===== config.mk =====
export PLATFORM = sky130hd
export DESIGN_NAME = alu_mem_seq_flat
export DESIGN_NICKNAME = d
export VERILOG_FILES = /design/src/rtl/alu_mem_seq_if.sv /design/src/rtl/alu_mem_seq.sv /design/src/flat_wrapper.sv
export SDC_FILE = /design/constraint.sdc
export NUM_CORES = 1
export LEC_CHECK = 0
export BUFFER_PORTS_ARGS = -buffer_cell sky130_fd_sc_hd__buf_2
export CAP_MARGIN = 20
export CORE_AREA = 2 2 142 144
export DETAILED_ROUTE_END_ITERATION = 12
export DIE_AREA = 0 0 144 146
export GPL_TIMING_DRIVEN = 0
export PLACE_DENSITY = 0.75
export SYNTH_ARGS = -nofsm -noshare
export SYNTH_HDL_FRONTEND = slang
export SYNTH_SLANG_ARGS = --single-unit

===== constraint.sdc =====
create_clock -name clk -period 3.33 [get_ports clk]
set_clock_uncertainty 0.1 [all_clocks]
set_input_delay 0.333 -clock clk [delete_from_list [all_inputs] [get_ports clk]]
set_output_delay 0.333 -clock clk [all_outputs]
set_load 0.005 [all_outputs]

===== src/rtl/alu_mem_seq_if.sv =====
// Bus interface for alu_mem_seq: enable/rd_wr/addr access strobe, write data,
// registered read data and the result-FIFO status outputs.
interface alu_mem_seq_if #(
  parameter int DATA_W = 8,
  parameter int ADDR_W = 3
);
  logic                  enable;
  logic                  rd_wr;
  logic [ADDR_W-1:0]     addr;
  logic [DATA_W-1:0]     wr_data;
  logic [DATA_W-1:0]     rd_data;
  logic [2*DATA_W-1:0]   res_out;
  logic                  res_valid;
  logic                  busy;

  modport master (
    output enable, rd_wr, addr, wr_data,
    input  rd_data, res_out, res_valid, busy
  );

  modport slave (
    input  enable, rd_wr, addr, wr_data,
    output rd_data, res_out, res_valid, busy
  );
endinterface


===== src/rtl/alu_mem_seq.sv =====
// Memory-mapped register file with a sequential ALU and a result FIFO.
// Host writes A, B and OPER, triggers execute through CTRL, and reads results
// back via RES_LO (peek) and RES_HI (pop). MUL runs as a one-bit-per-cycle
// shift-add; all other ops take a single EXEC cycle.
// Optional feature: define ALU_MEM_SAT_EN to make ADD/SUB saturate to DATA_W
// bits, with result bit DATA_W flagging that saturation occurred.
module alu_mem_seq #(
  parameter int DATA_W    = 8,
  parameter int ADDR_W    = 3,
  parameter int RES_DEPTH = 4
) (
  input  logic        clk,
  input  logic        rst,
  alu_mem_seq_if.slave bus
);

  localparam int RES_W = 2 * DATA_W;
  localparam int SH_W  = $clog2(DATA_W);
  localparam int MC_W  = $clog2(DATA_W + 1);
  localparam int PTR_W = $clog2(RES_DEPTH);
  localparam int CNT_W = PTR_W + 1;

  typedef enum logic [1:0] {
    S_IDLE = 2'd0,
    S_EXEC = 2'd1,
    S_PUSH = 2'd2
  } state_t;

  state_t state_r, next_state_s;

  // host-visible registers and flags
  logic [DATA_W-1:0] a_r, b_r, rd_data_r;
  logic [2:0]        oper_r;
  logic              err_r, drop_r, busy_r;

  // working copies of the running op
  logic [DATA_W-1:0] a_w_r, b_w_r, mplier_r;
  logic [2:0]        op_w_r;
  logic [RES_W-1:0]  acc_r, mcand_r, res_r;
  logic [MC_W-1:0]   cnt_r;

  // result FIFO
  logic [RES_W-1:0]  mem_r [RES_DEPTH];
  logic [PTR_W-1:0]  wr_ptr_r, rd_ptr_r, rd_ptr_next_s;
  logic [CNT_W-1:0]  count_r, count_next_s;
  logic [RES_W-1:0]  res_out_r, head_next_s;
  logic              res_valid_r;

  // decoded bus events
  logic wr_en_s, rd_en_s, exec_req_s, clr_req_s, exec_ok_s;
  logic full_s, empty_s, push_s, pop_s, op_mul_s, mul_last_s;

  logic [DATA_W:0]     sum_s, diff_s;
  logic [RES_W-1:0]    mul_acc_next_s, alu_res_s;
  logic [DATA_W-1:0]   rd_mux_s;

  assign wr_en_s    = bus.enable && bus.rd_wr;
  assign rd_en_s    = bus.enable && !bus.rd_wr;
  assign exec_req_s = wr_en_s && (bus.addr == ADDR_W'(3)) && bus.wr_data[0];
  assign clr_req_s  = wr_en_s && (bus.addr == ADDR_W'(3)) && bus.wr_data[1];
  assign full_s     = (count_r == CNT_W'(RES_DEPTH));
  assign empty_s    = (count_r == {CNT_W{1'b0}});
  assign exec_ok_s  = exec_req_s && (state_r == S_IDLE) && !full_s;
  assign push_s     = (state_r == S_PUSH);
  assign pop_s      = rd_en_s && (bus.addr == ADDR_W'(6)) && !empty_s;
  assign op_mul_s   = (op_w_r == 3'd2);
  assign mul_last_s = (cnt_r == MC_W'(DATA_W - 1));

  // FSM state register; busy mirrors "not idle" one register stage in
  always_ff @(posedge clk) begin
    if (rst) begin
      state_r <= S_IDLE;
      busy_r  <= 1'b0;
    end else begin
      state_r <= next_state_s;
      busy_r  <= (next_state_s != S_IDLE);
    end
  end

  // FSM next-state: MUL stays in EXEC for DATA_W cycles, others for one
  always_comb begin
    next_state_s = state_r;
    case (state_r)
      S_IDLE: begin
        if (exec_ok_s) next_state_s = S_EXEC;
        else           next_state_s = S_IDLE;
      end
      S_EXEC: begin
        if (!op_mul_s || mul_last_s) next_state_s = S_PUSH;
        else                         next_state_s = S_EXEC;
      end
      S_PUSH:  next_state_s = S_IDLE;
      default: next_state_s = S_IDLE;
    endcase
  end

  // ALU result for the working operands; MUL yields the accumulator after this step
  always_comb begin
    sum_s          = {1'b0, a_w_r} + {1'b0, b_w_r};
    diff_s         = {1'b0, a_w_r} - {1'b0, b_w_r};
    mul_acc_next_s = mplier_r[0] ? (acc_r + mcand_r) : acc_r;
    alu_res_s      = {RES_W{1'b0}};
    case (op_w_r)
`ifdef ALU_MEM_SAT_EN
      3'd0: begin
        if (sum_s[DATA_W]) alu_res_s = {{(DATA_W-1){1'b0}}, 1'b1, {DATA_W{1'b1}}};
        else               alu_res_s = {{(DATA_W-1){1'b0}}, sum_s};
      end
      3'd1: begin
        if (diff_s[DATA_W]) alu_res_s = {{(DATA_W-1){1'b0}}, 1'b1, {DATA_W{1'b0}}};
        else                alu_res_s = {{(DATA_W-1){1'b0}}, diff_s};
      end
`else
      3'd0: alu_res_s = {{(DATA_W-1){1'b0}}, sum_s};
      3'd1: alu_res_s = {{(DATA_W-1){1'b0}}, diff_s};
`endif
      3'd2: alu_res_s = mul_acc_next_s;
      3'd3: alu_res_s = {{DATA_W{1'b0}}, a_w_r & b_w_r};
      3'd4: alu_res_s = {{DATA_W{1'b0}}, a_w_r | b_w_r};
      3'd5: alu_res_s = {{DATA_W{1'b0}}, a_w_r ^ b_w_r};
      3'd6: alu_res_s = {{DATA_W{1'b0}}, a_w_r << b_w_r[SH_W-1:0]};
      3'd7: alu_res_s = {{DATA_W{1'b0}}, a_w_r >> b_w_r[SH_W-1:0]};
      default: alu_res_s = {RES_W{1'b0}};
    endcase
  end

  // snapshot operands on accepted execute, then step the op while in EXEC
  always_ff @(posedge clk) begin
    if (rst) begin
      a_w_r    <= {DATA_W{1'b0}};
      b_w_r    <= {DATA_W{1'b0}};
      op_w_r   <= 3'd0;
      acc_r    <= {RES_W{1'b0}};
      mcand_r  <= {RES_W{1'b0}};
      mplier_r <= {DATA_W{1'b0}};
      cnt_r    <= {MC_W{1'b0}};
      res_r    <= {RES_W{1'b0}};
    end else if (exec_ok_s) begin
      a_w_r    <= a_r;
      b_w_r    <= b_r;
      op_w_r   <= oper_r;
      acc_r    <= {RES_W{1'b0}};
      mcand_r  <= {{DATA_W{1'b0}}, a_r};
      mplier_r <= b_r;
      cnt_r    <= {MC_W{1'b0}};
    end else if (state_r == S_EXEC) begin
      acc_r    <= mul_acc_next_s;
      mcand_r  <= mcand_r << 1;
      mplier_r <= mplier_r >> 1;
      cnt_r    <= cnt_r + MC_W'(1);
      res_r    <= alu_res_s;
    end
  end

  // FIFO bookkeeping and the head value as it will look after this edge
  always_comb begin
    case ({push_s, pop_s})
      2'b10:   count_next_s = count_r + CNT_W'(1);
      2'b01:   count_next_s = count_r - CNT_W'(1);
      default: count_next_s = count_r;
    endcase
    if (pop_s) rd_ptr_next_s = rd_ptr_r + PTR_W'(1);
    else       rd_ptr_next_s = rd_ptr_r;
    if (count_next_s == {CNT_W{1'b0}})
      head_next_s = {RES_W{1'b0}};
    else if (push_s && (rd_ptr_next_s == wr_ptr_r))
      head_next_s = res_r;
    else
      head_next_s = mem_r[rd_ptr_next_s];
  end

  // FIFO storage; PUSH only happens with room, since execute needs a free slot
  always_ff @(posedge clk) begin
    if (push_s) mem_r[wr_ptr_r] <= res_r;
  end

  // FIFO pointers, count and registered head/valid outputs
  always_ff @(posedge clk) begin
    if (rst) begin
      wr_ptr_r    <= {PTR_W{1'b0}};
      rd_ptr_r    <= {PTR_W{1'b0}};
      count_r     <= {CNT_W{1'b0}};
      res_out_r   <= {RES_W{1'b0}};
      res_valid_r <= 1'b0;
    end else begin
      if (push_s) wr_ptr_r <= wr_ptr_r + PTR_W'(1);
      rd_ptr_r    <= rd_ptr_next_s;
      count_r     <= count_next_s;
      res_out_r   <= head_next_s;
      res_valid_r <= (count_next_s != {CNT_W{1'b0}});
    end
  end

  // read mux over the register map; unmapped and write-only addresses read 0
  always_comb begin
    case (bus.addr)
      ADDR_W'(0): rd_mux_s = a_r;
      ADDR_W'(1): rd_mux_s = b_r;
      ADDR_W'(2): rd_mux_s = {{(DATA_W-3){1'b0}}, oper_r};
      ADDR_W'(4): rd_mux_s = {{(DATA_W-5){1'b0}}, drop_r, err_r, full_s, res_valid_r, busy_r};
      ADDR_W'(5): rd_mux_s = res_out_r[DATA_W-1:0];
      ADDR_W'(6): rd_mux_s = res_out_r[RES_W-1:DATA_W];
      default:    rd_mux_s = {DATA_W{1'b0}};
    endcase
  end

  // host register writes, sticky flags and registered read data
  always_ff @(posedge clk) begin
    if (rst) begin
      a_r       <= {DATA_W{1'b0}};
      b_r       <= {DATA_W{1'b0}};
      oper_r    <= 3'd0;
      err_r     <= 1'b0;
      drop_r    <= 1'b0;
      rd_data_r <= {DATA_W{1'b0}};
    end else begin
      if (wr_en_s && (bus.addr == ADDR_W'(0))) a_r    <= bus.wr_data;
      if (wr_en_s && (bus.addr == ADDR_W'(1))) b_r    <= bus.wr_data;
      if (wr_en_s && (bus.addr == ADDR_W'(2))) oper_r <= bus.wr_data[2:0];
      if (clr_req_s) begin
        err_r  <= 1'b0;
        drop_r <= 1'b0;
      end
      // a new rejected execute in the same write wins over the clear
      if (exec_req_s && (state_r != S_IDLE)) err_r  <= 1'b1;
      else if (exec_req_s && full_s)         drop_r <= 1'b1;
      if (rd_en_s) rd_data_r <= rd_mux_s;
    end
  end

  assign bus.rd_data   = rd_data_r;
  assign bus.res_out   = res_out_r;
  assign bus.res_valid = res_valid_r;
  assign bus.busy      = busy_r;

endmodule


===== src/flat_wrapper.sv =====
// flat-port wrapper written by rule: the top's interface ports become plain ports
module alu_mem_seq_flat 
#(
  parameter int DATA_W    = 8,
  parameter int ADDR_W    = 3,
  parameter int RES_DEPTH = 4
)
  (clk, rst, bus_enable, bus_rd_wr, bus_addr, bus_wr_data, bus_rd_data, bus_res_out, bus_res_valid, bus_busy);
  alu_mem_seq_if #(.DATA_W(DATA_W), .ADDR_W(ADDR_W)) bus_i ();
  input  logic clk;
  input  logic rst;
  input wire logic [$bits(bus_i.enable)-1:0] bus_enable;
  input wire logic [$bits(bus_i.rd_wr)-1:0] bus_rd_wr;
  input wire logic [$bits(bus_i.addr)-1:0] bus_addr;
  input wire logic [$bits(bus_i.wr_data)-1:0] bus_wr_data;
  output wire logic [$bits(bus_i.rd_data)-1:0] bus_rd_data;
  output wire logic [$bits(bus_i.res_out)-1:0] bus_res_out;
  output wire logic [$bits(bus_i.res_valid)-1:0] bus_res_valid;
  output wire logic [$bits(bus_i.busy)-1:0] bus_busy;
  assign bus_i.enable = bus_enable;
  assign bus_i.rd_wr = bus_rd_wr;
  assign bus_i.addr = bus_addr;
  assign bus_i.wr_data = bus_wr_data;
  assign bus_rd_data = bus_i.rd_data;
  assign bus_res_out = bus_i.res_out;
  assign bus_res_valid = bus_i.res_valid;
  assign bus_busy = bus_i.busy;
  alu_mem_seq #(.DATA_W(DATA_W), .ADDR_W(ADDR_W), .RES_DEPTH(RES_DEPTH)) u_core (.clk(clk), .rst(rst), .bus(bus_i));
endmodule

==> reports/qor.csv <==
metric,value,unit
status,finished clean,
Final GP Congestion,0.9522,
vias,8636,
DRC violations left,0,
leading area contributor after synthesis,dfxtp_1,
CTS max path bufs,2,
Final HPWL DP,20.98,mm
CP peak stage delay,430,ps
Least-Margin Pin Slew,904.1,ps
PnR worst setup slack,100.8,ps
core footprint,19330,um^2
clk slew on worst S/H paths,70,ps
GRT Residual Overflow,0,
Die Y,146,um
max_cap viols,0,
worst ir drop on vdd,0.0003154,V
CP dominant cell by count,buf_4,
Detailed Routing Iterations Pass 1,5,
Pint,3.611,mW
vias in the first global route,8309,
initial antenna violation count,0,
area of the multi-input gates,5704,um^2
pre-CTS WS,-952.5,ps
Synth top cells by count,"nand2_1, dfxtp_1, nor2_1",
Die Area,21020,um^2
total number of yosys warnings,0,
Post-synth EDFFs,64,
RSZ-0062 raised after global routing,false,
PwrDens,392.7,nW/um^2
final-stage net count,1193,
Net Sw Frac,22.80,%
All-Layer GR Usage,28.02,%
final-report hold violation count,0,
WP data required,3560,ps
root buf cell,clkbuf_16,
IO Pins,41,
"count leader, synth",nand2_1,
vias per cell,6.147,
area fraction of the dominant cell type after synthesis,25.19,%
worst hold slack,45.69,ps
crit path kind,flip-flop to flip-flop,
Synth Area per Inst,10.02,um^2
Worst Hold Class,input pin to flip-flop,
Avg WL per Cell,20.58,um
Logic pwr share,2.6,%
H-tree depth,4,
Mapped Area,10730,um^2
Crit-path slowest cell,dfxtp_1,
Total Power,4.678,mW
post-route cell area,11910,um^2
Storage cell area,4626,um^2
dpl cell area,11260,um^2
Net Switching,1.067,mW
post-synthesis cell type count,73,
post-synthesis register bit count,199,
Crit. End Element,flip-flop,
hold buffers post-CTS,0,
CTS tree,done,
clock sinks,199,
first-pass GRT wire length,45.24,mm
share of cells above drive strength 1,15.53,%
power share of the clock group,43.9,%
Routed Antenna Nets,0,
worst skew pair latency,440,ps
ranking of synthesized cells by area,"dfxtp_1, edfxtp_1, mux4_2, mux2i_1, ha_1",
"Top FF cell, synth",dfxtp_1,
IO Port Bufs,39,
CP Buf/Inv Count,4,
Seq pwr share,53.5,%
clock buffer count from CTS,17,
"Period Utilization, post-route",96.97,%
Initial Util,55.50,%
Slew Limit Fails,0,
critical path arrival,3460,ps
Syn Inst Count,1071,
net count after synthesis,1136,
cells along the critical path,"or3_4, nand3_4, inv_8, buf_4, ha_1, inv_1, fa_1, xor2_1, or3_1, a21oi_2, a21oi_4, buf_4, a211oi_4",
Die Wd,144,um
Filler cells,1622,
# rows,51,
post-synthesis sequential area ratio,43.10,%
fmax,309.7,MHz
clock period minus worst slack,3229,ps
largest net degree at the start of global routing,20,
"wirelength, routed",28.91,mm
asr flop ratio synth,0,%
Layout area overhead,11.03,%
Final Setup Violations,0,
leakage power,4.260,nW
DR iter-0 viols,697,
CP top delay family,buffers and inverters,
headroom to the max-slew limit,39.27,%
Inserted Diodes,0,
startpoint class of the critical path,flip-flop,
largest fanout on the critical path,10,
## worst reg2reg max path, cell delays in order (launching register included)
cell      delay [ps]
dfxtp_1          430
or3_4            180
nand3_4          110
inv_8            130
buf_4            230
ha_1             220
inv_1             60
fa_1             370
xor2_1           160
or3_1            330
a21oi_2          220
a21oi_4          100
buf_4            240
a211oi_4         250
## cells in the final DEF, fill, tap and decap left out, types with 24 or more instances in the layout
master	synthesis	layout
nand2_1	140	140
dfxtp_1	135	134
nor2_1	90	89
a21oi_1	79	77
edfxtp_1	64	64
mux2i_1	59	59
buf_2	19	54
ha_1	47	47
inv_1	41	40
mux4_2	37	37
clkbuf_1	33	31
o21ai_0	25	25
a31oi_1	24	24
## power by group through the flow
stage	clock network (mW)	logic, mW	registers [mW]
2_1_floorplan	0	0.0709	2.56
3_3_place_gp	0	0.117	2.56
3_5_place_dp	0	0.118	2.56
4_1_cts	2.07	0.119	2.50
5_1_grt	2.17	0.131	2.50
6_report	2.05	0.121	2.50
## worst paths after layout
check	start	end	slack [ps]	cells after the start
max	u_core.count_r[0]	u_core.bus.res_out[13]	100	13
min	bus_wr_data[6]	u_core.a_r[6]	50	3
max reg2reg	u_core.count_r[0]	u_core.bus.res_out[13]	100	13
min reg2reg	u_core.bus.rd_data[0]	u_core.bus.rd_data[0]	360	2
## timing repair
action                     CTS  global route
resized for setup           18             6
pin swaps                    0             1
setup endpoints to repair   23             4
buffers inserted             2             1
## area by class of cell
type,instances,share of cell area (%)
clock buffer,19,3.718
clock inverter,12,1.092
tap,265,2.783
timing repair buffer,42,1.827
multi-input combinational,764,47.88
inverter,44,1.481
buffer,60,2.394
sequential,199,38.83
## per-stage QoR
stage	cells	utilization [%]	TNS (ps)
2_1_floorplan	1071	-	0
3_3_place_gp	1375	58.22	-13600
3_5_place_dp	1375	58.22	-14230
4_1_cts	1406	61.58	0
5_1_grt	1405	61.62	0
6_report	1405	61.62	0
## registers in the layout, summed over array words and instances (netlist names), 2 cells and up
| signal | count |
|---|---|
| u_core.a_w_r | 8 |
| u_core.b_w_r | 8 |
| u_core.count_r | 3 |
| u_core.op_w_r | 3 |
| u_core.mcand_r | 16 |
| u_core.state_r | 2 |
| u_core.oper_r | 3 |
| u_core.acc_r | 16 |
| u_core.bus.res_out | 16 |
| u_core.bus.rd_data | 8 |
| u_core.wr_ptr_r | 2 |
| u_core.res_r | 16 |
| u_core.cnt_r | 4 |
| u_core.mem_r | 64 |
| u_core.rd_ptr_r | 2 |
| u_core.a_r | 8 |
| u_core.b_r | 8 |
| u_core.mplier_r | 8 |
## layer usage
layer  up-vias  GRT usage, %  wire length, um
li1       4029             -                -
met1      4214         38.69            12620
met2       335         43.57            13360
met3        58         4.014             1802
met4         0         12.94             1137
met5         -             0                0
## cells by family after synthesis
kind of cell,count (synthesis),synth area share (%)
compound gates,246,15.70
flops,199,43.10
xor+xnor,27,2.204
mux,103,14.28
fa+ha+maj,50,6.040
simple gates,338,14.51
buf+inv,108,4.174
Power figures use the tool's default switching activity.
